===== src/rtl/cpu_clock_controller.sv =====
// Slow processor clock source: free-running divided clock (RUN) or one pulse per debounced button press (STEP).
// Raw input first sampled at edge E reaches the FSM output at edge E + DEBOUNCE_CYCLES + 3.
module cpu_clock_controller #(
  parameter int HALF_PERIOD     = 62500000,
  parameter int DEBOUNCE_CYCLES = 1250000
) (
  input  logic       clock,
  input  logic       reset_p,
  input  logic       run_mode,
  input  logic       step_btn,
  output logic       slow_clock,
  output logic       slow_tick,
  output logic       mode_led,
  output logic [7:0] tick_count
);

  localparam int DIV_W = (HALF_PERIOD > 1) ? $clog2(HALF_PERIOD) : 1;
  localparam int DB_W  = $clog2(DEBOUNCE_CYCLES + 1);
  localparam logic [DIV_W-1:0] DIV_LAST = DIV_W'(HALF_PERIOD - 1);
  localparam logic [DB_W-1:0]  DB_LAST  = DB_W'(DEBOUNCE_CYCLES);

  typedef enum logic [1:0] {
    STEP_WAIT = 2'd0,
    STEP_HIGH = 2'd1,
    RUN       = 2'd2
  } state_t;

  // Bit 0 carries run_mode, bit 1 carries step_btn through sync and debounce.
  logic [1:0]            sync1_q, sync2_q;
  logic [1:0]            db_q, db_d;
  logic [1:0][DB_W-1:0]  db_cnt_q, db_cnt_d;
  logic                  step_prev_q;
  logic                  step_req;
  logic                  run_db;

  state_t                state_q;
  logic [DIV_W-1:0]      div_q;
  logic                  slow_clock_q;
  logic                  slow_tick_q;
  logic                  mode_led_q;
  logic [7:0]            tick_count_q;

  // The flip fires on the mismatch cycle after the counter has reached its limit.
  always_comb begin
    db_d     = db_q;
    db_cnt_d = '0;
    for (int i = 0; i < 2; i++) begin
      if (sync2_q[i] != db_q[i]) begin
        if (db_cnt_q[i] == DB_LAST) begin
          db_d[i] = ~db_q[i];
        end else begin
          db_cnt_d[i] = db_cnt_q[i] + DB_W'(1);
        end
      end
    end
  end

  always_ff @(posedge clock) begin
    if (reset_p) begin
      sync1_q     <= '0;
      sync2_q     <= '0;
      db_q        <= '0;
      db_cnt_q    <= '0;
      step_prev_q <= 1'b0;
    end else begin
      sync1_q     <= {step_btn, run_mode};
      sync2_q     <= sync1_q;
      db_q        <= db_d;
      db_cnt_q    <= db_cnt_d;
      step_prev_q <= db_q[1];
    end
  end

  assign run_db   = db_q[0];
  assign step_req = db_q[1] & ~step_prev_q;

  always_ff @(posedge clock) begin
    if (reset_p) begin
      state_q      <= STEP_WAIT;
      div_q        <= '0;
      slow_clock_q <= 1'b0;
      slow_tick_q  <= 1'b0;
      mode_led_q   <= 1'b0;
      tick_count_q <= '0;
    end else begin
      slow_tick_q <= 1'b0;
      case (state_q)
        STEP_WAIT: begin
          div_q        <= '0;
          slow_clock_q <= 1'b0;
          if (run_db) begin
            state_q    <= RUN;
            mode_led_q <= 1'b1;
          end else if (step_req) begin
            state_q      <= STEP_HIGH;
            slow_clock_q <= 1'b1;
            slow_tick_q  <= 1'b1;
            tick_count_q <= tick_count_q + 8'd1;
          end
        end
        STEP_HIGH: begin
          if (div_q == DIV_LAST) begin
            div_q        <= '0;
            slow_clock_q <= 1'b0;
            state_q      <= run_db ? RUN : STEP_WAIT;
            mode_led_q   <= run_db;
          end else begin
            div_q <= div_q + DIV_W'(1);
          end
        end
        RUN: begin
          // Leaving RUN forces the clock low at once; a low phase can only grow.
          if (!run_db) begin
            state_q      <= STEP_WAIT;
            mode_led_q   <= 1'b0;
            slow_clock_q <= 1'b0;
            div_q        <= '0;
          end else if (div_q == DIV_LAST) begin
            div_q        <= '0;
            slow_clock_q <= ~slow_clock_q;
            if (!slow_clock_q) begin
              slow_tick_q  <= 1'b1;
              tick_count_q <= tick_count_q + 8'd1;
            end
          end else begin
            div_q <= div_q + DIV_W'(1);
          end
        end
        default: begin
          state_q      <= STEP_WAIT;
          mode_led_q   <= 1'b0;
          slow_clock_q <= 1'b0;
          div_q        <= '0;
        end
      endcase
    end
  end

  assign slow_clock = slow_clock_q;
  assign slow_tick  = slow_tick_q;
  assign mode_led   = mode_led_q;
  assign tick_count = tick_count_q;

endmodule

===== config.mk =====
export PLATFORM = sky130hd
export DESIGN_NAME = cpu_clock_controller
export DESIGN_NICKNAME = d
export VERILOG_FILES = /design/src/rtl/cpu_clock_controller.sv
export SDC_FILE = /design/constraint.sdc
export NUM_CORES = 1
export LEC_CHECK = 0
export CAP_MARGIN = 20
export CORE_MARGIN = 4
export CORE_UTILIZATION = 30
export DETAILED_ROUTE_END_ITERATION = 7
export DONT_BUFFER_PORTS = 1
export GPL_ROUTABILITY_DRIVEN = 0
export PLACE_DENSITY = 0.43
export REMOVE_ABC_BUFFERS = 1
export SLEW_MARGIN = 20
export SYNTH_ARGS = -nofsm -noshare
export SYNTH_HDL_FRONTEND = slang
export SYNTH_SLANG_ARGS = --single-unit

===== constraint.sdc =====
create_clock -name clock -period 3.2 [get_ports clock]
set_clock_uncertainty 0.2 [all_clocks]
set_input_delay 0.64 -clock clock [delete_from_list [all_inputs] [get_ports clock]]
set_output_delay 0.64 -clock clock [all_outputs]
set_load 0.02 [all_outputs]

==> out/qor.csv, run 1 <==
metric,value,unit
Crit Path Max Fanout,6,
global-route wire length before repair,13.9,mm
Max Slew Vio Count,0,
vias in the first global route,2879,
max incr delay on CP,0.56,ns
Mean Syn Cell Area,8.66,um^2
Num CTS Buffers,9,
Slowest cell on crit path,or4b_1,
final period utilization,79.5,%
Ys Warns,0,
pin count of the biggest net entering global routing,27,
slew of the pin with the lowest slew margin,0.785,ns
share of cells above drive strength 1,5.92,%
multi-input logic area,2180,um^2
critical-path cell list,ha_1 > and4_1 > nand4_1 > or4b_1 > a21oi_1 > mux2_2,
design area,4570,um^2
Post-CTS Hold Fix Bufs,0,
CP required,3.23,ns
area of the die,15400,um^2
Setup-failing EPs final,0,
Area Growth Syn to Fin,12.6,%
CP Launch Type,flop,
Clock Tree Root,clkbuf_16,
cell area after synthesis,4050,um^2
Pleak,1.37,nW
Nets,481,
cts repair resizes,0,
fillers,1393,
Tot GR Track Use,10.8,%
Longest Clk Path Bufs,2,
post-DP HPWL,5.54,mm
Antenna Diode Count,0,
WL/cell,12.2,um
max cap viols,0,
Synth Register Bits,88,
Post-Synth XOR/XNOR Area,13.8,%
DRC,0,
I/O Buffers,0,
Initial Util,30.6,%
drt initial violations,128,
"FFs w/ async S/R, synth",0,%
"Core Util, Final",34.5,%
GR Util met1,14.4,%
grt met3 use,4.34,%
vias,3031,
Peak VDD IR,0.271,mV
Synth Area in Compound Gates,3.92,%
Hold Path Class,in2reg,
setup_tns,0,ns
Post-Synth Simple-Gate Area,32.0,%
most frequent cells in the layout,"nor2_1, dfxtp_1, nand3_1",
sequential fraction of the synthesis area,43.5,%
Slew HR,47.2,%
clock sink count,88,
I/O Pins,15,
Rows,42,
Yosys cell types,44,
initial antenna violation count,1,
Final Hold Violating Endpoints,0,
Peak Freq,0.393,GHz
post-CTS setup buffer count,0,
grt ovf,0,
Final ANT Viol Nets,0,
Via density,4.67,
post-synthesis mux area share,1.33,%
"Primary FF master, synth",dfxtp_1,
Gate Count Post-Synth,468,
# H-tree levels,3,
"Clk pin slew, worst setup/hold paths",0.06,ns
main combinational cell family by area after synthesis,simple AND/OR/NAND/NOR gates,
status,finished clean,
crit path DAT,2.58,ns
drt total wl,7.95,mm
adder-cell share of the synthesized area,2.78,%
kind of critical path,reg2reg,
FF/Latch Area,1760,um^2
unrepaired setup endpoints after global routing,false,
pwr/cell area,498,nW/um^2
Post-synth EDFFs,0,
Die Height,124,um
met2 Use GR,15.7,%
CORE AREA,13200,um^2
area post-placement,4230,um^2
clock latency on the worst-skew pair,0.34,ns
Setup crit end kind,flop,
busiest grt layer,met2,
Tmin final,2.54,ns
die width,124,um
drt pass-1 iters,4,
CTS tree,yes,
[report_power, final]
part | internal [mW] | leakage [nW] | total (mW) | switching (mW)
sequential | 1.10 | 0.709 | 1.10 | 0.00184
clock | 0.728 | 0.159 | 1.16 | 0.435
combinational | 0.00347 | 0.500 | 0.00934 | 0.00587
total | 1.83 | 1.37 | 2.27 | 0.443
[logic make-up after synthesis]
group / Yosys count
xor+xnor: 64
fa+ha+maj: 9
simple gates: 248
compound gates: 26
flops: 88
buf+inv: 28
mux: 5
[synth_stat cells (all sizes together), types with 3 or more instances]
library cell	n	area, um^2
ha	9	113
dfxtp	88	1760
nor4b	5	43.8
a21oi	10	50.1
or4	3	22.5
nand2b	3	18.8
buf	3	15.0
nand4	14	87.6
o21ai	8	40.0
nor4	11	83.8
or2	4	25.0
xor2	31	272
and3	6	37.5
nor4bb	3	30.0
nor3	14	70.1
nand4b	3	26.3
nor2	88	330
clkbuf	9	33.8
and4	6	52.6
xnor2	33	289
or3	4	25.0
inv	16	60.1
nor2b	12	75.1
mux2	3	33.8
nand3	34	170
nand2	28	105
[flip-flops by register name, summed over array words and instances, names as in the netlist]
name and cells:
db_cnt_q 42, db_q 2, div_q 26, mode_led 1
slow_clock 1, slow_tick 1, state_q 2, step_prev_q 1
sync1_q 2, sync2_q 2, tick_count 8
[metal layers]
| metal | vias up | routed length, um |
|---|---|---|
| met5 | - | 8 |
| met2 | 34 | 3290 |
| met4 | 2 | 138 |
| met1 | 1380 | 4160 |
| li1 | 1603 | - |
| met3 | 12 | 356 |
[critical path, delay by kind of cell (launching register included)]
| kind | cells | cell delay (ns) |
|---|---|---|
| adders and majority gates | 1 | 0.24 |
| muxes | 1 | 0.35 |
| AOI/OAI and AO/OA | 1 | 0.20 |
| and+or+nand+nor | 3 | 1.05 |
| DFF | 1 | 0.38 |
[area by class of cell]
class | instances | area share, %
clock buffer | 12 | 5.62
multi-input combinational | 352 | 47.8
tap | 176 | 4.82
clock inverter | 4 | 1.67
timing repair buffer | 1 | 0.164
sequential | 88 | 38.6
inverter | 16 | 1.32
[stage by stage]
step | hold slack, ns | power (mW) | cells | worst slack [ns]
final | 0.160 | 2.27 | 649 | 0.655
after global routing | 0.138 | 2.35 | 649 | 0.463
after CTS | 0.137 | 2.32 | 649 | 0.637
after detailed placement | 0.241 | 1.13 | 633 | 0.659
after global placement | 0.219 | 1.13 | 633 | 0.729
after floorplan | 0.214 | 1.13 | 456 | 0.883
[final timing paths]
path,cells past startpoint,end,from,slack [ns]
max,6,tick_count[6],div_q[0],0.66
min,1,tick_count[5],reset_p,0.16
max reg2reg,6,tick_count[6],div_q[0],0.66
min reg2reg,1,sync2_q[0],sync1_q[0],0.25
Power figures use the tool's default switching activity.
==> run 2: changes to the inputs <==
- clock period: 3.2 -> 2.45 ns (I/O delays scaled with it)
==> run 2 against run 1 <==
Effect of this change: sequential power increased by 31%; hold slack worse by 0.14 ns; sequential cell count unchanged; via count is 5.5% higher; final cell count is 3.4% higher; sequential share of layout area decreased by 1.2 points; setup slack worse by 0.55 ns; core utilization up 1.2 points.
==> out/qor.csv, run 2 (same netlist as run 1, synthesis figures left out) <==
metric,value,unit,change
status,finished clean,,unchanged
clock sink count,88,,unchanged
Longest Clk Path Bufs,2,,unchanged
Slew HR,58.1,%,was 47.2%
fillers,1411,,"was 1,393"
Clock Tree Root,clkbuf_16,,unchanged
Slowest cell on crit path,or3b_2,,was or4b_1
Final Hold Violating Endpoints,0,,unchanged
DRC,0,,unchanged
sequential power share,52.6,%,was 48.4%
max incr delay on CP,0.51,ns,was 0.56 ns
Num CTS Buffers,9,,unchanged
Final ANT Viol Nets,0,,unchanged
clock latency on the worst-skew pair,0.34,ns,about the same
P_sw,0.558,mW,was 0.443 mW
drt initial violations,233,,was 128
Rows,42,,unchanged
drt total wl,8.79,mm,was 7.95 mm
area post-placement,4400,um^2,was 4230 um^2
grt met3 use,4.25,%,was 4.34%
pin count of the biggest net entering global routing,26,,was 27
unrepaired setup endpoints after global routing,false,,unchanged
grt ovf,0,,unchanged
met2 Use GR,17.3,%,was 15.7%
GR Util met1,16.2,%,was 14.4%
area of the die,15400,um^2,unchanged
Nets,504,,was 481
Tot GR Track Use,11.8,%,was 10.8%
most frequent cells in the layout,"nor2_1, dfxtp_1, nand3_1",,unchanged
Total Power,2.73,mW,was 2.27 mW
vias,3197,,"was 3,031"
fraction of power spent switching nets,20.4,%,was 19.5%
# H-tree levels,3,,unchanged
die width,124,um,unchanged
Tmin final,2.35,ns,was 2.54 ns
CP required,2.52,ns,was 3.23 ns
crit path DAT,2.42,ns,was 2.58 ns
Crit Path Max Fanout,7,,was 6
max cap viols,0,,unchanged
Peak Freq,0.426,GHz,was 0.393 GHz
pwr/cell area,579,nW/um^2,was 498 nW/um^2
Setup-failing EPs final,0,,unchanged
Max Slew Vio Count,0,,unchanged
dpl cells,653,,was 633
Hold Path Class,in2reg,,unchanged
Antenna Diode Count,0,,unchanged
Initial Util,30.6,%,unchanged
design area,4720,um^2,was 4570 um^2
CTS tree,yes,,unchanged
vias in the first global route,3023,,"was 2,879"
Via density,4.76,,was 4.67
critical-path cell list,or3b_2 > nor4_4 > buf_4 > a31oi_4 > or4_1 > a21oi_1,,was ha_1 > and4_1 > nand4_1 > or4b_1 > a21oi_1 > mux2_2
Peak VDD IR,0.437,mV,was 0.271 mV
Die Height,124,um,unchanged
Area Growth Syn to Fin,16.5,%,was 12.6%
"most common cell after layout, fill and taps aside",nor2_1,,
kind of critical path,reg2reg,,unchanged
initial antenna violation count,1,,unchanged
fin cells,671,,was 649
post-DP HPWL,5.96,mm,was 5.54 mm
I/O Buffers,0,,unchanged
CP Launch Type,flop,,unchanged
"Clk pin slew, worst setup/hold paths",0.07,ns,was 0.06 ns
Setup crit end kind,flop,,unchanged
setup_tns,0,ns,unchanged
I/O Pins,15,,unchanged
multi-input logic area,2210,um^2,was 2180 um^2
Comb pwr share,0.8,%,was 0.4%
global-route wire length before repair,15.3,mm,was 13.9 mm
CORE AREA,13200,um^2,unchanged
drt pass-1 iters,4,,unchanged
busiest grt layer,met2,,unchanged
FF/Latch Area,1760,um^2,about the same
share of cells above drive strength 1,10.5,%,was 5.92%
Largest Register,db_cnt_q,,unchanged
P_int,2.18,mW,was 1.83 mW
max FFs per register,42,,unchanged
WL/cell,13.1,um,was 12.2 um
Pleak,1.47,nW,was 1.37 nW
final period utilization,95.8,%,was 79.5%
slew of the pin with the lowest slew margin,0.626,ns,was 0.785 ns
Clock power frac,46.6,%,was 51.2%
-- run 2: critical path: cells and delay by family, from the launching register on --
family                 cells  cell delay (ns)
AOI/OAI and AO/OA          2             0.25
buffers and inverters      1             0.19
DFF                        1             0.38
and+or+nand+nor            3             1.27
-- run 2: final cells by class --
type / count / share of cell area, %
repair buffers: 24 / 4.19
multi-input cells: 352 / 46.7
clock inverters: 3 / 0.371
inverters: 16 / 1.27
flip-flops and latches: 88 / 37.3
well taps: 176 / 4.66
clock buffers: 12 / 5.43
-- run 2: worst paths after layout --
path / startpoint / end / slack [ns] / cells past startpoint
worst max-delay path: div_q[18] / tick_count[5] / 0.10 / 6
worst min-delay path: reset_p / sync1_q[1] / 0.03 / 1
worst max register to register: div_q[18] / tick_count[5] / 0.10 / 6
worst min register to register: sync1_q[1] / sync2_q[1] / 0.24 / 1
-- run 2: power by group through the flow --
stage | registers [mW] | clock network (mW) | logic, mW
after CTS | 1.44 | 1.34 | 0.0196
after global placement | 1.47 | 0 | 0.0139
after detailed placement | 1.47 | 0 | 0.0141
after floorplan | 1.47 | 0 | 0.00983
after global routing | 1.44 | 1.40 | 0.0242
final | 1.44 | 1.28 | 0.0214
-- run 2: per-stage QoR --
step                hold slack, ns  setup slack [ns]  util (%)
floorplan                    0.214             0.133         -
global placement             0.217            0.0698      33.2
detailed placement           0.234            0.0638      33.2
CTS                        0.00149            0.0509      35.3
global route                0.0110          0.000968      35.6
finish                      0.0251             0.103      35.6
-- run 2: layer usage --
metal	vias to the layer above	share of wire (%)
li1	1643	-
met1	1501	50
met2	41	44
met3	10	4.1
met4	2	1.2
met5	-	0.080
-- run 2: what timing repair did --
item | in CTS | in global routing
hold buffers | 1 | 1
endpoints found under the hold margin | 14 | 2
buffers inserted | 0 | 1
resized for setup | 0 | 5
setup endpoints to repair | 0 | 10
==> run 3: changes to the inputs <==
- CELL_PAD_IN_SITES_DETAIL_PLACEMENT: unset -> 2
- CELL_PAD_IN_SITES_GLOBAL_PLACEMENT: unset -> 2
- PLACE_DENSITY: 0.43 -> 0.62
==> run 3 against run 2 <==
Effect of this change: sequential share of layout area is 0.57 points lower; die area stayed put; clock-buffer cell count is 3 lower; non-clock buffer count is 3 higher; design area is 1.6% higher.
==> out/qor.csv, run 3 (same netlist as run 1, synthesis figures left out) <==
metric,value,unit,change
Area Growth Syn to Fin,18.3,%,was 16.5%
hold_ws,0.0165,ns,was 0.0251 ns
RR Endpoint,tick_count[4],,was tick_count[5]
global-route wire length before repair,18.0,mm,was 15.3 mm
max FFs per register,42,,unchanged
clock sink count,88,,unchanged
Setup crit end kind,flop,,unchanged
Crit Path Max Fanout,4,,was 7
CORE AREA,13200,um^2,unchanged
CP Launch Type,flop,,unchanged
drt total wl,10.6,mm,was 8.79 mm
setup_tns,0,ns,unchanged
CP required,2.48,ns,was 2.52 ns
I/O Buffers,0,,unchanged
r2r startpoint,div_q[1],,was div_q[18]
clock latency on the worst-skew pair,0.35,ns,was 0.34 ns
DRC,0,,unchanged
post-DP HPWL,7.31,mm,was 5.96 mm
Hold Path Class,in2reg,,unchanged
hold path start,reset_p,,unchanged
Peak VDD IR,0.278,mV,was 0.437 mV
Clock Tree Root,clkbuf_16,,unchanged
Num CTS Buffers,9,,unchanged
crit path DAT,2.39,ns,was 2.42 ns
fillers,1528,,"was 1,411"
Final Hold Violating Endpoints,0,,unchanged
hold path depth,1,,unchanged
Die Height,124,um,unchanged
vias,3334,,"was 3,197"
WL/cell,15.7,um,was 13.1 um
multi-input logic area,2230,um^2,was 2210 um^2
Largest Register,db_cnt_q,,unchanged
# H-tree levels,3,,unchanged
Tmin final,2.36,ns,was 2.35 ns
initial antenna violation count,0,,was 1
"Clk pin slew, worst setup/hold paths",0.07,ns,about the same
Antenna Diode Count,0,,unchanged
unrepaired setup endpoints after global routing,false,,unchanged
pin count of the biggest net entering global routing,26,,unchanged
CTS tree,yes,,unchanged
crit path launch,div_q[1],,was div_q[18]
Via density,4.94,,was 4.76
drt initial violations,100,,was 233
die width,124,um,unchanged
Hold Path Sink,slow_clock,,was sync1_q[1]
Final ANT Viol Nets,0,,unchanged
drt pass-1 iters,4,,unchanged
design area,4800,um^2,was 4720 um^2
grt ovf,0,,unchanged
Nets,507,,was 504
worst reg-to-reg path cell count,6,,unchanged
minimum setup slack after placement,-0.0637,ns,was 0.0638 ns
max cap viols,0,,unchanged
Rows,42,,unchanged
Slowest cell on crit path,or4b_4,,was or3b_2
Setup-failing EPs final,0,,unchanged
Peak Freq,0.424,GHz,was 0.426 GHz
final setup margin,0.0939,ns,was 0.103 ns
critical-path cell list,ha_1 > and4_1 > nand4_1 > or4b_4 > a21oi_2 > mux2_2,,was or3b_2 > nor4_4 > buf_4 > a31oi_4 > or4_1 > a21oi_1
Tot GR Track Use,14.1,%,was 11.8%
status,finished clean,,unchanged
final period utilization,96.2,%,was 95.8%
share of cells above drive strength 1,12.4,%,was 10.5%
"most common cell after layout, fill and taps aside",nor2_1,,unchanged
most frequent cells in the layout,"nor2_1, dfxtp_1, nand3_1",,unchanged
pwr/cell area,594,nW/um^2,was 579 nW/um^2
max incr delay on CP,0.55,ns,was 0.51 ns
I/O Pins,15,,unchanged
area of the die,15400,um^2,unchanged
Pleak,1.48,nW,was 1.47 nW
Total Power,2.85,mW,was 2.73 mW
area post-placement,4420,um^2,was 4400 um^2
reg2reg setup slack,0.09,ns,was 0.10 ns
Max Slew Vio Count,0,,unchanged
Longest Clk Path Bufs,2,,unchanged
slew of the pin with the lowest slew margin,0.461,ns,was 0.626 ns
vias in the first global route,3575,,"was 3,023"
Slew HR,69.0,%,was 58.1%
Initial Util,30.6,%,unchanged
kind of critical path,reg2reg,,unchanged
FF/Latch Area,1760,um^2,about the same
run 3: per-stage QoR:
stage,std cells,utilization (%)
2_1_floorplan,456,-
3_3_place_gp,656,33.4
3_5_place_dp,656,33.4
4_1_cts,674,35.9
5_1_grt,675,36.2
6_report,675,36.2
run 3: worst max path at each step:
stage	endpoint	depth (start not counted)	slack [ns]
4_1_cts	tick_count[7]	5	0.004
5_1_grt	tick_count[4]	5	0.005
6_report	tick_count[4]	6	0.09
3_5_place_dp	tick_count[6]	5	-0.06
3_3_place_gp	tick_count[6]	5	0.05
2_1_floorplan	tick_count[4]	6	0.13
run 3: area by class of cell:
type	instances	area share, %
multi-input cells	352	46.6
flip-flops and latches	88	36.8
clock buffers	9	4.69
repair buffers	27	4.59
well taps	176	4.59
clock inverters	7	1.51
inverters	16	1.25
run 3: worst max-delay path, delay by kind of cell (launching register included):
family	cells	cell delay [ns]
AO/OA/AOI/OAI	1	0.18
adder cells (fa/ha/maj)	1	0.24
flip-flops	1	0.36
multiplexers	1	0.36
AND/OR/NAND/NOR	3	0.91
run 3: timing repair:
item	in CTS	in global routing
hold buffers	2	0
endpoints found under the hold margin	6	0
resized for setup	3	8
endpoints found under the setup margin	2	15
pin swaps	1	3
setup buffers	0	1
run 3: metal layers:
layer | track usage (%) | up-vias | part of all wire (%)
met4 | 6.00 | 0 | 1.8
met5 | 0 | - | 0
li1 | - | 1650 | -
met2 | 24.1 | 20 | 49
met3 | 2.41 | 11 | 1.7
met1 | 17.6 | 1653 | 47
run 3: power by group:
part           internal [mW]  leakage (nW)  switching (mW)
Sequential              1.43         0.710         0.00275
Clock                  0.788         0.130           0.602
Combinational        0.00782         0.645          0.0132
